File: config.mk
export PLATFORM = sky130hd
export DESIGN_NAME = exme_reg
export DESIGN_NICKNAME = d
export VERILOG_FILES = /design/src/rtl/exme_reg.sv
export SDC_FILE = /design/constraint.sdc
export NUM_CORES = 1
export LEC_CHECK = 0
export BUFFER_PORTS_ARGS = -buffer_cell sky130_fd_sc_hd__buf_2
export CAP_MARGIN = 0
export CORE_MARGIN = 2
export CORE_UTILIZATION = 49
export DETAILED_ROUTE_END_ITERATION = 12
export PLACE_DENSITY = 0.84
export SYNTH_ARGS = -nofsm -noshare
export SYNTH_HDL_FRONTEND = slang
export SYNTH_SLANG_ARGS = --single-unit
File: constraint.sdc
create_clock -name clk -period 7.7 [get_ports clk]
set_input_delay 0.385 -clock clk [delete_from_list [all_inputs] [get_ports clk]]
set_output_delay 0.385 -clock clk [all_outputs]
set_load 0.005 [all_outputs]
File: src/rtl/exme_reg.sv
// EX/MEM pipeline register with a memory-handshake stall FSM.
// A valid memory instruction raises ExMe_out_mem_en for its first cycle only.
// The register then freezes until mem_done, while stall holds the upstream stages.
module exme_reg (
  input  logic        clk,
  input  logic        rst_n,   // active-high asynchronous reset, despite the name
  input  logic [31:0] Ex_alu_out,
  input  logic [31:0] Ex_reg_2,
  input  logic        Ex_mem_wrt,
  input  logic        Ex_mem_en,
  input  logic        Ex_reg_wrt,
  input  logic        Ex_mem_to_reg,
  input  logic [4:0]  Ex_rd,
  input  logic        Ex_valid,
  input  logic        flush,
  input  logic        mem_done,
  output logic [31:0] ExMe_out_alu_out,
  output logic [31:0] ExMe_out_reg_2,
  output logic        ExMe_out_mem_wrt,
  output logic        ExMe_out_reg_wrt,
  output logic        ExMe_out_mem_to_reg,
  output logic [4:0]  ExMe_out_rd,
  output logic        ExMe_out_valid,
  output logic        ExMe_out_mem_en,
  output logic        stall,
  output logic [15:0] stall_cnt
);

  typedef enum logic {IDLE = 1'b0, WAIT = 1'b1} state_t;

  state_t state;
  logic   liveIn;

  // A bubble is loaded when the execute stage is empty or being flushed.
  assign liveIn = Ex_valid & ~flush;

  // Stall while a request is outstanding (its first cycle or WAIT) and not yet done.
  assign stall = (ExMe_out_mem_en | (state == WAIT)) & ~mem_done;

  // Pipeline register: load on every unstalled edge, hold while stalled.
  always_ff @(posedge clk or posedge rst_n) begin
    if (rst_n) begin
      ExMe_out_alu_out    <= '0;
      ExMe_out_reg_2      <= '0;
      ExMe_out_mem_wrt    <= 1'b0;
      ExMe_out_reg_wrt    <= 1'b0;
      ExMe_out_mem_to_reg <= 1'b0;
      ExMe_out_rd         <= '0;
      ExMe_out_valid      <= 1'b0;
    end else if (!stall) begin
      ExMe_out_alu_out    <= liveIn ? Ex_alu_out : 32'd0;
      ExMe_out_reg_2      <= liveIn ? Ex_reg_2   : 32'd0;
      ExMe_out_mem_wrt    <= liveIn & Ex_mem_wrt;
      ExMe_out_reg_wrt    <= liveIn & Ex_reg_wrt;
      ExMe_out_mem_to_reg <= liveIn & Ex_mem_to_reg;
      ExMe_out_rd         <= liveIn ? Ex_rd : 5'd0;
      ExMe_out_valid      <= liveIn;
    end
  end

  // Handshake FSM; mem_en is a registered one-cycle request pulse.
  // A stalled edge always leaves the first cycle, so the pulse clears there;
  // an unstalled edge loads the next instruction's request with no dead cycle.
  always_ff @(posedge clk or posedge rst_n) begin
    if (rst_n) begin
      state           <= IDLE;
      ExMe_out_mem_en <= 1'b0;
    end else begin
      ExMe_out_mem_en <= stall ? 1'b0 : (liveIn & Ex_mem_en);
      case (state)
        IDLE:    if (ExMe_out_mem_en && !mem_done) state <= WAIT;
        WAIT:    if (mem_done) state <= IDLE;
        default: state <= IDLE;
      endcase
    end
  end

  // Saturating count of stalled edges.
  always_ff @(posedge clk or posedge rst_n) begin
    if (rst_n)
      stall_cnt <= '0;
    else if (stall && stall_cnt != 16'hFFFF)
      stall_cnt <= stall_cnt + 16'd1;
  end

endmodule

# After elaboration in Yosys (flattened, before gate mapping)
# Cells that the tools add are included.
[word_totals] elab_cells=32 ff_bits=91 in_bits=78
[classes] mux=7 reduce_logical=3 add_sub_neg=1 bitwise_logic=10 n_eq_ne=1
[op_table] cell="32-bit 2-to-1 mux" count=2
[op_table] cell="16-bit by 1-bit adder with 16-bit output, second input constant" count=1
[op_table] cell="16-bit != test, second input constant" count=1
[op_table] cell="1-bit AND" count=6
[op_table] cell="5-bit 2-to-1 mux" count=1
[op_table] cell="1-bit 2-to-1 mux" count=3
[op_table] cell="1-bit inverter" count=3
[op_table] cell="1-bit logical AND" count=2
[op_table] cell="1-bit one-hot mux with 2 select lines" count=1
[op_table] cell="1-bit logical NOT" count=1
[op_table] cell="1-bit OR" count=1

# Depth between registers and ports, before layout
# Gate-level depths: netlist of the first run.
[logic_depth] ltp_word=4 mapped_depth=6

# Worst setup path after synthesis of the first run
# OpenSTA, ideal clock, no wires.
[synth_timing] path_kind="flip-flop to flip-flop" startpoint="register stall_cnt[0]" endpoint="register stall_cnt[1]" n_path_buf=0 slack_ns=6.038 setup_time_ns=0.125 period_less_slack_ns=1.662 stages_incl_launch_ff=6 required_time_ns=7.575 t_arrival_ns=1.537 path_cell_list="dfrtp_1 -> ha_1 -> and3_1 -> and4bb_4 -> a21oi_2 -> mux2_4"
[synth_between] elab_chain_len=2 word_cells_on_any_way=3 cone_classes="1 x add/sub; 1 x eq/ne; 1 x reduce/logical"
[synth_rtl] item="start: declaration" line_no="26" rtl="output logic [15:0] stall_cnt"
[synth_rtl] item="start signal: assignment" line_no="83" rtl="stall_cnt <= stall_cnt + 16'd1;"
[synth_rtl] item="parallel branches: the longest is 2 deep, another holds 16-bit by 1-bit adder with 16-bit output"
# Parallel ways; which one is timed is not known.
# A chain may end at the register's enable or synchronous reset.

# Worst setup path after layout of the first run
[layout_timing] startpoint="register state" endpoint="output port stall"
[layout_between] elab_chain_len=2
[layout_rtl] item="start: declaration" line_no="31" rtl="state_t state;"
[layout_rtl] item="start signal: assignment" line_no="66" rtl="state <= IDLE;"
[layout_rtl] item="start signal: assignment" line_no="71" rtl="IDLE: if (ExMe_out_mem_en && !mem_done) state <= WAIT;"
[layout_rtl] item="start signal: assignment" line_no="72" rtl="WAIT: if (mem_done) state <= IDLE;"
[layout_rtl] item="1-bit OR" line_no="38" rtl="assign stall = (ExMe_out_mem_en | (state == WAIT)) & ~mem_done;"
[layout_rtl] item="1-bit AND" line_no="38"
[layout_rtl] item="end: declaration" line_no="25" rtl="output logic stall,"
# No other way between the ends.

==> results of run 1 <==
==> power groups by stage <==
stage	Sequential (mW)	Combinational [mW]	Clock, mW
6_report	0.537	0.118	0.314
5_1_grt	0.543	0.130	0.342
4_1_cts	0.537	0.119	0.320
3_5_place_dp	0.545	0.120	0
3_3_place_gp	0.544	0.114	0
2_1_floorplan	0.544	0.0540	0
==> critical path: stages (launching register included) <==
cell and delay [ns]:
dfrtp_1 0.39, o21bai_4 0.12, inv_2 0.09, buf_4 0.61, buf_2 0.24
==> layout make-up <==
cell class / instances / area share [%]
Timing Repair Buffer: 171 / 18.9
Tap cell: 96 / 2.63
Clock inverter: 2 / 0.820
Multi-Input combinational cell: 130 / 24.3
Sequential cell: 91 / 49.8
Clock buffer: 11 / 3.31
Inverter: 3 / 0.273
==> Yosys cell counts, types with 3 or more instances <==
cell      number  area, um^2
nand2_1        5        18.8
buf_2          3        15.0
and3_1         4        25.0
nor2_1         3        11.3
xor2_1         8        70.1
buf_4          7        52.6
clkbuf_1       5        18.8
nand4_1        8        50.1
xnor2_1        7        61.3
dfrtp_1       91        2280
a22o_1        72         631
==> per-stage QoR <==
stage	hold slack [ns]	instance area, um^2	cells
after CTS	0.240	4580	504
after global placement	0.455	4390	491
after detailed placement	0.468	4390	491
final	0.252	4580	504
after floorplan	0.474	3490	241
after global routing	0.235	4580	504
==> layer usage <==
layer  global-route usage, %  share of wire, %  routed length (um)  vias to the layer above
li1                        -                 -                   -                     1236
met1                    29.2                43                3460                     1289
met2                    31.1                48                3870                      116
met3                    5.22               6.8                 541                       13
met4                    8.26               1.6                 132                        0
met5                       0                 0                   0                        -
==> final timing paths <==
check	startpoint	end	slack, ns	cells past startpoint
min in group asynchronous	rst_n	ExMe_out_rd[1]	0.36	3
hold / removal	Ex_alu_out[4]	ExMe_out_alu_out[4]	0.25	2
max in group asynchronous	rst_n	ExMe_out_alu_out[5]	6.60	3
hold reg to reg	stall_cnt[11]	stall_cnt[11]	0.49	1
setup / recovery	state	stall	5.45	4
setup reg to reg	state	stall_cnt[6]	5.73	6
==> cell usage in the layout, fill, tap and decap left out <==
| cell | n |
|---|---|
| nor4b_2 | 1 |
| a22o_1 | 72 |
| and2_1 | 1 |
| ha_1 | 1 |
| buf_2 | 168 |
| buf_4 | 3 |
| clkinv_2 | 1 |
| inv_1 | 1 |
| o21bai_4 | 1 |
| nand2_2 | 1 |
| and3_1 | 4 |
| nor2_1 | 3 |
| nor3_1 | 2 |
| xor2_1 | 8 |
| nor3b_4 | 1 |
| dfrtp_1 | 91 |
| a21oi_2 | 1 |
| inv_2 | 1 |
| xnor2_1 | 7 |
| clkbuf_8 | 11 |
| nor4_4 | 1 |
| nor4b_4 | 1 |
| nand3_1 | 2 |
| o311ai_1 | 2 |
| a21oi_1 | 2 |
| nand3_2 | 2 |
| mux2_4 | 1 |
| a21o_1 | 1 |
| bufinv_16 | 1 |
| nand2_1 | 5 |
| and4_1 | 1 |
| nand4_1 | 8 |
| and4bb_4 | 1 |
| clkinvlp_4 | 1 |
==> cells by family after synthesis <==
| kind of cell | Yosys count | share of synthesized area [%] |
|---|---|---|
| adders and majority gates | 1 | 0.358 |
| DFF | 91 | 65.3 |
| AOI/OAI and AO/OA | 79 | 19.9 |
| xor gates and xnor gates | 15 | 3.76 |
| and+or+nand+nor | 34 | 7.31 |
| buffers and inverters | 20 | 3.01 |
| muxes | 1 | 0.430 |
==> results by group, run 1 <==
Global routing
  – Global-route usage over all layers: about a fifth
  – GR Overflow Total: 0
  – Pin count of the biggest net entering global routing: 92
  – Initial antenna violation count: 0
  – Vias in the first global route: roughly 2500
  – First-pass GRT wire length: ~12 mm

Pwr
  – PD cells: between 200 and 250 nW/um^2
  – Clock Power Share: roughly a third
  – Combinational power share: 12.1%
  – Power Internal: around 730 uW
  – Net Sw Frac: 24.4%
  – Seq pwr share: a little under three fifths
  – Total power: ~970 uW
  – Leak: roughly 2.6 nW
  – Peak supply drop: between 0.1 and 0.15 mV
  – Switch Pwr: roughly 240 uW

Worst setup path
  – Crit end category: output pin
  – Critical Path Start Type: flip-flop
  – Crit Path Max Fanout: 79
  – Required @ worst endpoint: around 7.3 ns
  – CP Class: flip-flop to output pin
  – Crit path DAT: about 1.9 ns

Placed design
  – DP HPWL: approximately 5.5 mm
  – PortBufs: around 170
  – GP Congestion: roughly 0.79
  – Post-place setup slack: between 5 and 6 ns

Floorplanning
  – Die ar.: just under 8000 um^2
  – Initial Util: 51.1%
  – # IOs: 169
  – Row cnt: 30
  – Die Wd: 88.4 um
  – Die height: just under 90 um
  – Core outline area: 6830 um^2

Logic synthesis
  – Register area share after synthesis: between 60% and 70%
  – Mapped Nets: 320
  – EDFF count, synth: 0
  – Avg Inst Size Synth: about 14 um^2
  – Syn Inst Count: 241
  – Unique cell type count in the Yosys netlist: 32
  – Synth Warn #: 0
  – Ys flop type: dfrtp_1
  – FF+latch count, synth: 91
  – Post-synth ARST share: 100%
  – Post-Syn Area: ~3500 um^2

Clock tree
  – TritonCTS buffer count: 9
  – TritonCTS clock tree: yes
  – Post-CTS Hold Buffers: 0
  – Clk sinks: 91
  – Clk root buf: clkbuf_8
  – Htree depth: 3
  – Post-CTS Setup Inserts: 0
  – Clock Tree Buf Depth: 2
  – CTS clock-pin slew for the worst setup and hold paths: 0.09 ns
  – CTS resizes: 0
  – Clock Latency Late Sink: about 0.34 ns

Timing
  – Final Hold Fails: 0
  – Worst-Margin Slew: around 1.1 ns
  – Setup TNS: 0 ns
  – Final period util: 29.3%
  – Minimum clock period: around 2.3 ns
  – Unrepaired setup endpoints after global routing: false
  – Relative slew slack: a little over a quarter
  – Fmax: 444 MHz
  – Finish-stage setup viols: 0
  – Final-report max-slew violation count: 0
  – Fin Clk Skew: between 0.01 and 0.015 ns
  – Setup WS post-layout: 5.45 ns

Cells and area
  – Layout cells sized above 1: about half
  – Final Util: about two thirds
  – Final #Nets: 485
  – Filler Cells Inserted: about 520
  – Top flop regs: ExMe_out_alu_out (32), ExMe_out_reg_2 (32), stall_cnt (16)
  – P&R area growth vs syn: 31.1%
  – N_diodes: 0
  – Area of the multi-input gates: approximately 1100 um^2
  – FF/Latch Area: about 2300 um^2

Drt
  – Pre-antenna DRT Iters: 4
  – Initial DRC Count: 124
  – Post-Route WL: 8.01 mm
  – Post-route ant nets: 0
  – Detailed-route via count: 2654
  – DRC viols: 0
  – Via density per instance: ~5.3
  – WL per Instance: roughly 16 um

Worst hold path
  – Tightest Hold Check Type: input pin to flip-flop

Job
  – MaxCap Viol Count: 0

Status
  – Status: completed
Power figures use the tool's default switching activity.
==> run 2, diff against run 1 <==
- ABC_AREA: default -> 1
- CORE_UTILIZATION: 49 -> 47
- PLACE_DENSITY: 0.84 -> 0.79
- clock period: 7.7 -> 2.2 ns (I/O delays scaled with it)
==> run 2 against run 1 <==
Net effect: final cell count grew 58%; register-to-register slack lost 5.2 ns; critical endpoint unchanged; largest power group unchanged; combinational power grew to 5.5 times the previous value; critical path depth is the same; first-iteration DRC count grew 39%; total power grew to 3.9 times the previous value; synthesized area grew 12%.
==> results by group, run 2 <==
Pwr
  – PD cells: about 670 nW/um^2
  – Leak: roughly 3.2 nW
  – Peak supply drop: between 0.3 and 0.4 mV

Placed design
  – DP HPWL: 6.58 mm
  – GP Congestion: a little under 0.9
  – PortBufs: ~170
  – Placed cell count: 721

Cells and area
  – Area of the multi-input gates: ~1200 um^2
  – P&R area growth vs syn: 44.9%
  – Fin cells: around 800
  – FF/Latch Area: 2280 um^2
  – Top flop regs: ExMe_out_alu_out (32), ExMe_out_reg_2 (32), stall_cnt (16)
  – N_diodes: 0
  – Most frequent cells in the layout: buf_2, nand2_1, dfrtp_1, inv_1, dlygate4sd3_1
  – Final #Nets: ~770
  – Commonest non-fill, non-tap cell in the layout: buf_2
  – Layout cells sized above 1: about 29%
  – Filler Cells Inserted: approximately 660

Worst setup path
  – Critical Path Max Stage Delay: around 0.4 ns
  – Crit end category: output pin
  – Worst path slowest cell: dfrtp_1
  – Crit Path Max Fanout: 44
  – CP Class: flip-flop to output pin
  – Crit path DAT: roughly 1.8 ns
  – Critical Path Start Type: flip-flop
  – Required @ worst endpoint: between 2 and 2.5 ns
  – Critical-path cell list: o21bai_4, inv_2, buf_12, buf_2

Logic synthesis
  – Mapped Nets: 540
  – Post-synth top cells: nand2_1, dfrtp_1, inv_1
  – Cell taking the most area after synthesis: dfrtp_1
  – Synth Warn #: 0
  – Synth top area share: between 50% and 60%
  – Avg Inst Size Synth: 8.50 um^2
  – Ys flop type: dfrtp_1
  – EDFF count, synth: 0
  – Register area share after synthesis: 58.1%
  – Syn Inst Count: approximately 460
  – FF+latch count, synth: 91
  – Post-Syn Area: a little under 4000 um^2
  – Most common cell in the synthesized netlist: nand2_1
  – Post-synth ARST share: between 90% and 100%
  – Unique cell type count in the Yosys netlist: 22
  – Main area contributors after synthesis: dfrtp_1, nand2_1, inv_1, o21ai_0, o21ai_1

Timing
  – Fmax: 524 MHz
  – Final-report max-slew violation count: 0
  – Minimum clock period: 1.91 ns
  – Setup TNS: 0 ns
  – Relative slew slack: roughly 57%
  – Final Hold Fails: 0
  – Unrepaired setup endpoints after global routing: false
  – Final period util: just under 90%
  – Worst-Margin Slew: roughly 0.64 ns
  – Fin Clk Skew: roughly 0.0089 ns
  – Finish-stage setup viols: 0

Job
  – MaxCap Viol Count: 0

Drt
  – Via density per instance: roughly 4.7
  – Initial DRC Count: 172
  – WL per Instance: about 13 um
  – Post-route ant nets: 0
  – DRC viols: 0
  – Pre-antenna DRT Iters: 4
  – Post-Route WL: roughly 11 mm
  – Detailed-route via count: ~3800

Clock tree
  – Clock Tree Buf Depth: 2
  – TritonCTS buffer count: 9
  – CTS resizes: 0
  – Htree depth: 3
  – TritonCTS clock tree: yes
  – Clk root buf: clkbuf_8
  – Clk sinks: 91
  – Clock Latency Late Sink: around 0.36 ns
  – CTS clock-pin slew for the worst setup and hold paths: about 0.090 ns

Floorplanning
  – Die height: roughly 95 um
  – Die Wd: roughly 95 um
  – Initial Util: 48.1%
  – Die ar.: between 9000 and 10000 um^2
  – # IOs: between 150 and 200
  – Row cnt: 33
  – Core outline area: 8130 um^2

Global routing
  – Vias in the first global route: 3610
  – Global-route usage over all layers: roughly a quarter
  – First-pass GRT wire length: about 17 mm
  – Pin count of the biggest net entering global routing: 52
  – Initial antenna violation count: 0
  – GR Overflow Total: 0

Status
  – Status: completed

Worst hold path
  – Tightest Hold Check Type: input pin to flip-flop
-- run 2: worst paths after layout --
check	slack, ns	end	cells after the start	startpoint
worst max-delay path	0.29	stall	4	state
worst min-delay path	0.01	ExMe_out_alu_out[10]	3	Ex_alu_out[10]
worst max register to register	0.49	stall_cnt[2]	9	stall_cnt[0]
worst min register to register	0.49	ExMe_out_reg_2[13]	2	ExMe_out_reg_2[13]
max in group asynchronous	1.27	ExMe_out_rd[1]	4	rst_n
min in group asynchronous	0.44	stall_cnt[9]	4	rst_n
-- run 2: metrics by stage --
| stage | cell area [um^2] | total power [mW] | utilization, % | hold WS [ns] | setup slack, ns |
|---|---|---|---|---|---|
| 6_report | 5670 | 3.82 | 69.7 | 0.00974 | 0.293 |
| 5_1_grt | 5670 | 4.03 | 69.7 | 0.0136 | 0.221 |
| 4_1_cts | 5670 | 3.84 | 69.7 | 0.000261 | 0.295 |
| 3_5_place_dp | 4850 | 2.52 | 59.6 | 0.303 | 0.517 |
| 3_3_place_gp | 4850 | 2.49 | 59.6 | 0.291 | 0.560 |
| 2_1_floorplan | 3920 | 2.24 | - | 0.216 | 0.727 |
-- run 2: critical path: cells and delay by family (launching register included) --
kind,cells,cell delay (ns)
AO/OA/AOI/OAI,1,0.28
buffers and inverters,3,0.72
flip-flops,1,0.40
-- run 2: area by class of cell --
type | instances | share of cell area, %
well taps | 105 | 2.32
clock buffers | 10 | 2.25
inverters | 91 | 6.09
multi-input cells | 260 | 21.0
repair buffers | 235 | 26.6
flip-flops and latches | 91 | 40.1
clock inverters | 6 | 1.57
-- run 2: cell families (layout without fill, tap and decap cells) --
| family | Yosys count | in the layout | share of synthesized area, % |
|---|---|---|---|
| AO/OA/AOI/OAI | 81 | 81 | 11.2 |
| XOR/XNOR | 4 | 4 | 0.895 |
| flip-flops | 91 | 91 | 58.1 |
| buffers and inverters | 110 | 342 | 11.4 |
| adder cells (fa/ha/maj) | 1 | 1 | 0.319 |
| AND/OR/NAND/NOR | 174 | 174 | 18.1 |
-- run 2: power by group --
group          internal [mW]  leakage, nW  total (mW)  switching [mW]
Sequential              1.80         1.22        1.93           0.132
Clock                  0.643        0.103        1.24           0.595
Combinational          0.322         1.88       0.648           0.327
-- run 2: per-layer routing --
layer  up-vias  GRT usage [%]  routed length, um
li1       1848              -                  -
met4         0           9.42                203
met2       137           41.1               5510
met5         -              0                  0
met1      1751           29.8               4250
met3        22           4.98                633
-- run 2: repair_timing --
item	CTS	global route
buffers inserted	0	0
hold buffers	61	0
hold endpoints to repair	151	0
